`src/rtl/in_channel_writer.sv`:
```
// in_channel_writer: NIn-deep input channel ring buffer with valid/ready write side and one-cycle-latency pop side.
// Ports:
//   clock        - rising-edge clock
//   reset        - synchronous active-low reset
//   in_valid     - producer offers in_data
//   in_data      - offered word
//   in_ready     - channel has room (from registered state only)
//   clear        - discard all buffered words
//   rd           - pop one word ("in" instruction)
//   rd_data      - popped word, valid the cycle after rd, held otherwise
//   rd_valid     - rd_data/rd_underflow valid this cycle
//   rd_underflow - the pop found the channel empty (rd_data is 0)
//   in_size      - number of buffered words
module in_channel_writer #(
    parameter int MemoryElementWidth = 12,
    parameter int NIn = 8
) (
    input  logic                          clock,
    input  logic                          reset,
    input  logic                          in_valid,
    input  logic [MemoryElementWidth-1:0] in_data,
    output logic                          in_ready,
    input  logic                          clear,
    input  logic                          rd,
    output logic [MemoryElementWidth-1:0] rd_data,
    output logic                          rd_valid,
    output logic                          rd_underflow,
    output logic [7:0]                    in_size
);
    localparam int PW = NIn > 1 ? $clog2(NIn) : 1;
    localparam logic [PW-1:0] LAST = PW'(NIn - 1);
    localparam logic [7:0] DEPTH = 8'(NIn);

    logic [MemoryElementWidth-1:0] mem_q [NIn];
    logic [PW-1:0]                 wp_q, wp_d, rp_q, rp_d;
    logic [7:0]                    size_q, size_d;
    logic [MemoryElementWidth-1:0] rd_data_q, rd_data_d;
    logic                          rd_valid_q, rd_valid_d;
    logic                          rd_uf_q, rd_uf_d;
    logic                          acc, pop, uf;

    assign in_ready     = size_q < DEPTH;
    assign in_size      = size_q;
    assign rd_data      = rd_data_q;
    assign rd_valid     = rd_valid_q;
    assign rd_underflow = rd_uf_q;

    always_comb begin
        acc        = in_valid && in_ready && !clear;
        pop        = rd && !clear && size_q != 8'd0;
        // a pop coinciding with clear sees the channel already emptied
        uf         = rd && !pop;
        wp_d       = clear ? '0 : acc ? (wp_q == LAST ? '0 : wp_q + PW'(1)) : wp_q;
        rp_d       = clear ? '0 : pop ? (rp_q == LAST ? '0 : rp_q + PW'(1)) : rp_q;
        size_d     = clear ? 8'd0 :
                     (acc && !pop) ? size_q + 8'd1 :
                     (pop && !acc) ? size_q - 8'd1 : size_q;
        rd_data_d  = pop ? mem_q[rp_q] : uf ? '0 : rd_data_q;
        rd_valid_d = rd;
        rd_uf_d    = uf;
    end

    always_ff @(posedge clock) begin
        if (!reset) begin
            wp_q       <= '0;
            rp_q       <= '0;
            size_q     <= 8'd0;
            rd_data_q  <= '0;
            rd_valid_q <= 1'b0;
            rd_uf_q    <= 1'b0;
        end else begin
            wp_q       <= wp_d;
            rp_q       <= rp_d;
            size_q     <= size_d;
            rd_data_q  <= rd_data_d;
            rd_valid_q <= rd_valid_d;
            rd_uf_q    <= rd_uf_d;
        end
    end

    // ring contents need no reset: nothing is readable while in_size is 0
    always_ff @(posedge clock) begin
        if (reset && acc) mem_q[wp_q] <= in_data;
    end
endmodule

```
`config.mk`:
```
export PLATFORM = sky130hd
export DESIGN_NAME = in_channel_writer
export DESIGN_NICKNAME = d
export VERILOG_FILES = /design/src/rtl/in_channel_writer.sv
export SDC_FILE = /design/constraint.sdc
export NUM_CORES = 1
export LEC_CHECK = 0
export CAP_MARGIN = 20
export CORE_UTILIZATION = 41
export DETAILED_ROUTE_END_ITERATION = 16
export SLEW_MARGIN = 15
export SYNTH_ARGS = -nofsm -noshare
export SYNTH_HDL_FRONTEND = slang
export SYNTH_SLANG_ARGS = --single-unit
```
`constraint.sdc`:
```
create_clock -name clock -period 4.63 [get_ports clock]
set_clock_uncertainty 0.05 [all_clocks]
set_input_delay 0.926 -clock clock [delete_from_list [all_inputs] [get_ports clock]]
set_output_delay 0.926 -clock clock [all_outputs]
set_load 0.03 [all_outputs]
```
==> results of run 1 <==
-- worst max-delay path, stage by stage, from the launching register on --
cell	delay, ns
dfxtp_1	0.34
or4_4	0.58
nor2_1	0.24
nand2_2	0.14
nor2_1	0.16
ha_1	0.25
inv_1	0.17
ha_1	0.32
a211oi_1	0.33
o21bai_1	0.13
a21oi_1	0.19
nor4_1	0.06
a311o_1	0.33
-- synthesized netlist by cell type, drive strengths merged --
| library cell | instances |
|---|---|
| fa | 1 |
| nor2b | 2 |
| o31ai | 1 |
| dfxtp | 31 |
| a32oi | 1 |
| a21o | 3 |
| and2 | 15 |
| o21bai | 1 |
| or2 | 1 |
| ha | 11 |
| nand3b | 1 |
| nor4 | 1 |
| a211oi | 1 |
| mux2i | 19 |
| nand4 | 1 |
| nor4b | 1 |
| or3 | 4 |
| edfxtp | 96 |
| o221a | 1 |
| or4 | 1 |
| inv | 13 |
| nor3b | 1 |
| o21ai | 5 |
| nand2b | 3 |
| nand3 | 2 |
| a311o | 1 |
| nor2 | 16 |
| a21oi | 8 |
| nor3 | 7 |
| and4b | 1 |
| mux4 | 24 |
| xor2 | 2 |
| o22ai | 12 |
| nand2 | 8 |
| xnor2 | 2 |
| buf | 6 |
| clkbuf | 7 |
-- placed cells by master, fill, tap and decap left out, types with 8 or more instances in the layout --
cell             count
ha_1                11
clkdlybuf4s50_1     39
mux4_2              24
and2_1              14
o22ai_1             12
a21oi_1              8
nor2_1              16
inv_1               13
clkbuf_16           17
mux2i_1             19
dfxtp_1             31
edfxtp_1            96
buf_4               14
-- final cells by class --
class	count	share of cell area
multi-input combinational	158	0.2402
timing repair buffer	53	0.07821
sequential	127	0.5530
clock buffer	19	0.06834
tap	168	0.03318
inverter	13	0.007703
clock inverter	13	0.01936
-- power groups by stage --
stage               Clock (mW)  Sequential [mW]  Combinational, mW
floorplan                    0             1.39              0.466
global placement             0             1.35              0.702
detailed placement           0             1.35              0.707
CTS                       1.26             1.33              0.709
global route              1.31             1.34              0.770
finish                    1.23             1.33              0.704
-- state kept, by name, indices dropped and copies added, names as in the netlist, named ones only --
signal / cells
in_size: 8
mem_q: 96
rd_data: 12
rd_underflow: 1
rd_valid: 1
rp_q: 3
wp_q: 3
-- through the flow --
stage          utilization  setup slack (ns)  cell area [sq um]
2_1_floorplan            -             1.058               5150
3_3_place_gp        0.4772            0.9298               5779
3_5_place_dp        0.4772            0.8852               5779
4_1_cts             0.5230             1.223               6335
5_1_grt             0.5230            0.9549               6335
6_report            0.5230             1.221               6335
-- metal layers --
| layer | vias up | track usage |
|---|---|---|
| li1 | 1328 | - |
| met1 | 1400 | 0.2151 |
| met2 | 56 | 0.2739 |
| met3 | 11 | 0.04129 |
| met4 | 0 | 0.08312 |
| met5 | - | 0 |
-- cell families (layout without fill, tap and decap cells) --
family,Yosys count,after routing,share of synthesized area
DFF,127,127,0.6803
and+or+nand+nor,65,65,0.07071
muxes,43,43,0.1419
AOI/OAI and AO/OA,34,34,0.04446
buffers and inverters,26,98,0.02527
adders and majority gates,12,12,0.03061
xor gates and xnor gates,4,4,0.006804
-- worst max path at each step --
stage / start / to
detailed placement: rd / in_size[5]
CTS: in_size[4] / in_size[5]
floorplan: in_size[4] / in_size[5]
global route: in_size[4] / in_size[5]
global placement: rd / in_size[5]
finish: in_size[4] / in_size[5]
==> results.md, run 1 <==
* CP Launch Type: flop
* Leak pwr at 2.107 nW
* Clock share of power at 0.377
* # DRC at 0
* Clock Sinks at 127
* Clock root cell: clkbuf_16
* Clock transition at path regs at 0.05 ns
* Status: complete, no violations
* # hold bufs at CTS at 0
* Area of the multi-input gates at 1521 sq um
* Maxcap violations at 0
* Antenna Nets Post-Route at 0
* Sw frac at 0.2699
* Arrival @ worst endpoint at 3.65 ns
* Mapped Nets at 340
* CP Max Fanout at 7
* # rows at 40
* Highest metal used: met4
* Initial DRC count at 132
* Distinct cell type count after synthesis at 47
* Number of synthesized register bits at 127
* Reg power frac at 0.407
* N_diodes at 0
* Final min period at 3.409 ns
* Setup CP Type: reg -> reg
* Mean post-synth cell area at 16.56 sq um
* Layout cells sized above 1 at 0.1906
* Post-CTS Setup Bufs at 0
* Cell Area, Synth at 5150 sq um
* Sequential share of the synthesized area at 0.6803
* Combinational power share at 0.216
* Slew headroom at 0.4195
* CTS tree: yes
* Switching Power at 0.8813 mW
* Worst R2R End: in_size[5]
* Crit end category: flop
* CORE AREA at 12,110 sq um
* R2R depth at 12
* Post_cts resized at 0
* Met3 Wirelength at 366 um
* Vias in the first global route at 2,875
* Full die area at 13,010 sq um
* # fillers at 1,054
* First-pass GRT wire length at 15,660 um
* Top cell type's share of synthesized area at 0.5598
* Area grow syn2layout at 23.01%
* Post-DP HPWL at 6208 um
* Sequential Area at 3503 sq um
* Tot Pwr at 3.265 mW
* Routed vias at 2,795
* Num ports at 40
* Critical R2R Launch: in_size[4]
* I/O Buffers at 39
* Area leader, netlist: edfxtp_1
* Slew Limit Fails at 0
* Worst hold-check path type: reg -> reg
* Critical Path RT at 4.87 ns
* Die Span Y at 114.1 um
* Num CTS Buffers at 17
* DR vias/cell at 5.073
* Final TNS setup at 0 ns
* Hold wc startpoint: rp_q[0]
* Gp weighted congestion at 0.8272
* R2R Setup Slk at 1.22 ns
* Post-Syn Instances at 311
* Worst skew pair latency at 0.40 ns
* Gr ovfl total at 0
* Drt pass-1 iters at 4
* # setup viols final at 0
* Initial Utilization at 0.4252
* Max Freq at 0.2933 GHz
* RSZ-0062 raised after global routing: false
* Post-Route WL at 9865 um
* Width of the die at 114.1 um
* Largest net degree at the start of global routing at 25
* Largest cells by area after synthesis: edfxtp_1 56%, dfxtp_1 12%, mux4_2 10%
* Initial antenna violation count at 0
* M1 WL at 4339 um
* Avg WL per Cell at 17.90 um
* Clk buf depth at 2
* Layout Cells excl Fill at 551
* Max IR drop VDD at 0.3595 mV
* Min Hold Slack at 0.4605 ns
* Worst-Margin Slew at 0.8696 ns
* Final net count at 399
* Placed Cells incl. Taps at 519
* Int Power at 2.384 mW
* Fin. Hold Viols at 0
* Hold Path Depth at 2
* Final Cycle Share at 0.7363
* Met2 wire length at 5012 um
* Overall Global Routing Usage at 0.1696
* Yosys warnings at 0
* Htree depth at 4
* Power Dens Cells at 515.4 nW/um^2
Note: power is estimated with default switching activity, not from simulation.
==> run 2, diff against run 1 <==
clock period = 3 ns   (was 4.63 ns; I/O delays follow)
==> run 2 against run 1 <==
Worst setup slack got worse by 1.1 ns. Via count rose by 3.1%. Total power rose by 64%. Sequential share of layout area fell by 2.5 points. Cell count rose by 2.7%. Critical path type unchanged. Highest routed layer unchanged. Clock-buffer cell count rose by 6. Wire length rose by 1.2%. Combinational power rose by 90%. Core utilization rose by 2.6 points. Global-route usage rose by 0.37 points. First-iteration DRC count rose by 6.8%. Non-clock buffer count rose by 15.
==> results.md, run 2 (synthesized netlist as in run 1, its figures left out) <==
* Status: complete, no violations (unchanged)
* Buffers plus inverters on the worst setup path at 2 (was 1)
* Most common cell after layout, fill and taps aside: edfxtp_1 (unchanged)
* Initial DRC count at 141 (was 132)
* Die Span Y at 114.1 um (unchanged)
* # setup viols final at 0 (unchanged)
* R2R Setup Slk at 0.16 ns (was 1.22 ns)
* Vias in the first global route at 3,009 (was 2,875)
* DP Area at 6047 sq um (was 5779 sq um)
* Arrival @ worst endpoint at 3.08 ns (was 3.65 ns)
* Final Cycle Share at 0.9468 (was 0.7363)
* RSZ-0062 raised after global routing: false (unchanged)
* Initial antenna violation count at 0 (unchanged)
* # rows at 40 (unchanged)
* Slew Limit Fails at 0 (unchanged)
* CP Max Fanout at 7 (unchanged)
* Clk buf depth at 2 (unchanged)
* Commonest non-fill, non-tap cells in the layout: 96 x edfxtp_1, 39 x clkdlybuf4s50_1, 27 x dfxtp_1 (was 96 x edfxtp_1, 39 x clkdlybuf4s50_1, 31 x dfxtp_1)
* Layout cells sized above 1 at 0.2789 (was 0.1906)
* CP Launch Type: flop (unchanged)
* Maxcap violations at 0 (unchanged)
* Width of the die at 114.1 um (unchanged)
* Full die area at 13,010 sq um (unchanged)
* # DRC at 0 (unchanged)
* Power Dens Cells at 803.6 nW/um^2 (was 515.4 nW/um^2)
* Htree depth at 4 (unchanged)
* CORE AREA at 12,110 sq um (unchanged)
* Routed vias at 2,881 (was 2,795)
* Fin. Hold Viols at 0 (unchanged)
* Largest register by flop count: mem_q (unchanged)
* Final net count at 414 (was 399)
* Final TNS setup at 0 ns (unchanged)
* Critical Path RT at 3.24 ns (was 4.87 ns)
* Post-DP HPWL at 6356 um (was 6208 um)
* Setup CP Type: reg -> reg (unchanged)
* Area grow syn2layout at 29.13% (was 23.01%)
* Largest net degree at the start of global routing at 25 (unchanged)
* Final min period at 2.840 ns (was 3.409 ns)
* Crit path largest cell delay at 0.57 ns (was 0.58 ns)
* CP delay by family, top: simple AND/OR/NAND/NOR gates (unchanged)
* Max IR drop VDD at 0.3680 mV (was 0.3595 mV)
* Gr ovfl total at 0 (unchanged)
* Post-Route WL at 9986 um (was 9865 um)
* CP cell instances: or4_4, nor2_4, nand2_2, nor2_4, ha_4, inv_6, buf_4, ha_4, o21ai_2, o21bai_1, a21oi_1, and4b_1, a311o_1 (was or4_4, nor2_1, nand2_2, nor2_1, ha_1, inv_1, ha_1, a211oi_1, o21bai_1, a21oi_1, nor4_1, a311o_1)
* Worst hold-check path type: reg -> reg (unchanged)
* Num ports at 40 (unchanged)
* First-pass GRT wire length at 16,100 um (was 15,660 um)
* Avg WL per Cell at 17.64 um (was 17.90 um)
* Gp weighted congestion at 0.7763 (was 0.8272)
* N_diodes at 0 (unchanged)
* DR vias/cell at 5.090 (was 5.073)
* Crit end category: flop (unchanged)
* Antenna Nets Post-Route at 0 (unchanged)
* Clock root cell: clkbuf_16 (unchanged)
* Num CTS Buffers at 17 (unchanged)
* Worst skew pair latency at 0.41 ns (was 0.40 ns)
* Max Freq at 0.3521 GHz (was 0.2933 GHz)
* Drt pass-1 iters at 4 (unchanged)
* Max reg flops at 96 (unchanged)
* Clock Sinks at 127 (unchanged)
* CTS tree: yes (unchanged)
* Overall Global Routing Usage at 0.1734 (was 0.1696)
* Initial Utilization at 0.4252 (unchanged)
* Min Hold Slack at 0.4518 ns (was 0.4605 ns)
* Leak pwr at 2.236 nW (was 2.107 nW)
* Clock transition at path regs at 0.05 ns (about the same)
* I/O Buffers at 39 (unchanged)
* Final instance area at 6650 sq um (was 6335 sq um)
* Worst-Margin Slew at 0.8979 ns (was 0.8696 ns)
* CP max stage cell: or4_4 (unchanged)
* Slew headroom at 0.4006 (was 0.4195)
run 2: cell count changes in the layout (fill, tap and decap cells not counted), sizes merged:
cell / before / now
buf: 14 / 29
clkbuf: 19 / 25
clkinv: 6 / 3
bufinv: 2 / 0
clkinvlp: 5 / 3
inv: 13 / 14
run 2: power by group:
group	internal (mW)	switching (mW)
sequential	1.98	0.0541
combinational	0.663	0.676
clock	1.27	0.707
run 2: final timing paths:
path,start,endpoint,cells after the start
min reg2reg,rp_q[0],rp_q[0],2
max reg2reg,in_size[6],in_size[5],13
max,in_size[6],in_size[5],13
min,rp_q[0],rp_q[0],2
run 2: timing repair:
| action | in CTS | in global routing |
|---|---|---|
| gates resized for setup | 0 | 3 |
| buffers inserted | 0 | 0 |
| hold buffers | 0 | 0 |
| setup endpoints to repair | 0 | 3 |
run 2: per-stage QoR:
stage / instances / worst slack, ns / power [mW] / utilization
floorplan: 311 / -0.004428 / 2.996 / -
global placement: 534 / -0.0002787 / 3.385 / 0.4993
detailed placement: 534 / -0.05536 / 3.408 / 0.4993
CTS: 566 / 0.002134 / 5.399 / 0.5482
global route: 566 / 0.01950 / 5.588 / 0.5491
finish: 566 / 0.1597 / 5.344 / 0.5491
run 2: cell type report:
class	instances	area (sq um)
fillers	998	5461
flip-flops and latches	127	3513
multi-input cells	158	1634
repair buffers	68	645.6
clock buffers	25	549.3
well taps	168	210.2
inverters	13	53.80
clock inverters	7	43.79
run 2: layer usage:
layer  vias up  GRT usage  share of wire
met2        44     0.2824           0.50
met4         0    0.07446          0.016
met1      1455     0.2143           0.45
li1       1367          -              -
met3        15    0.05347          0.033
met5         -          0              0
run 2: worst reg2reg max path, delay by kind of cell (launching register included):
kind / cells / cell delay (ns)
AO/OA/AOI/OAI: 4 / 0.54
buffers and inverters: 2 / 0.20
adder cells (fa/ha/maj): 2 / 0.46
flip-flops: 1 / 0.35
AND/OR/NAND/NOR: 5 / 1.12
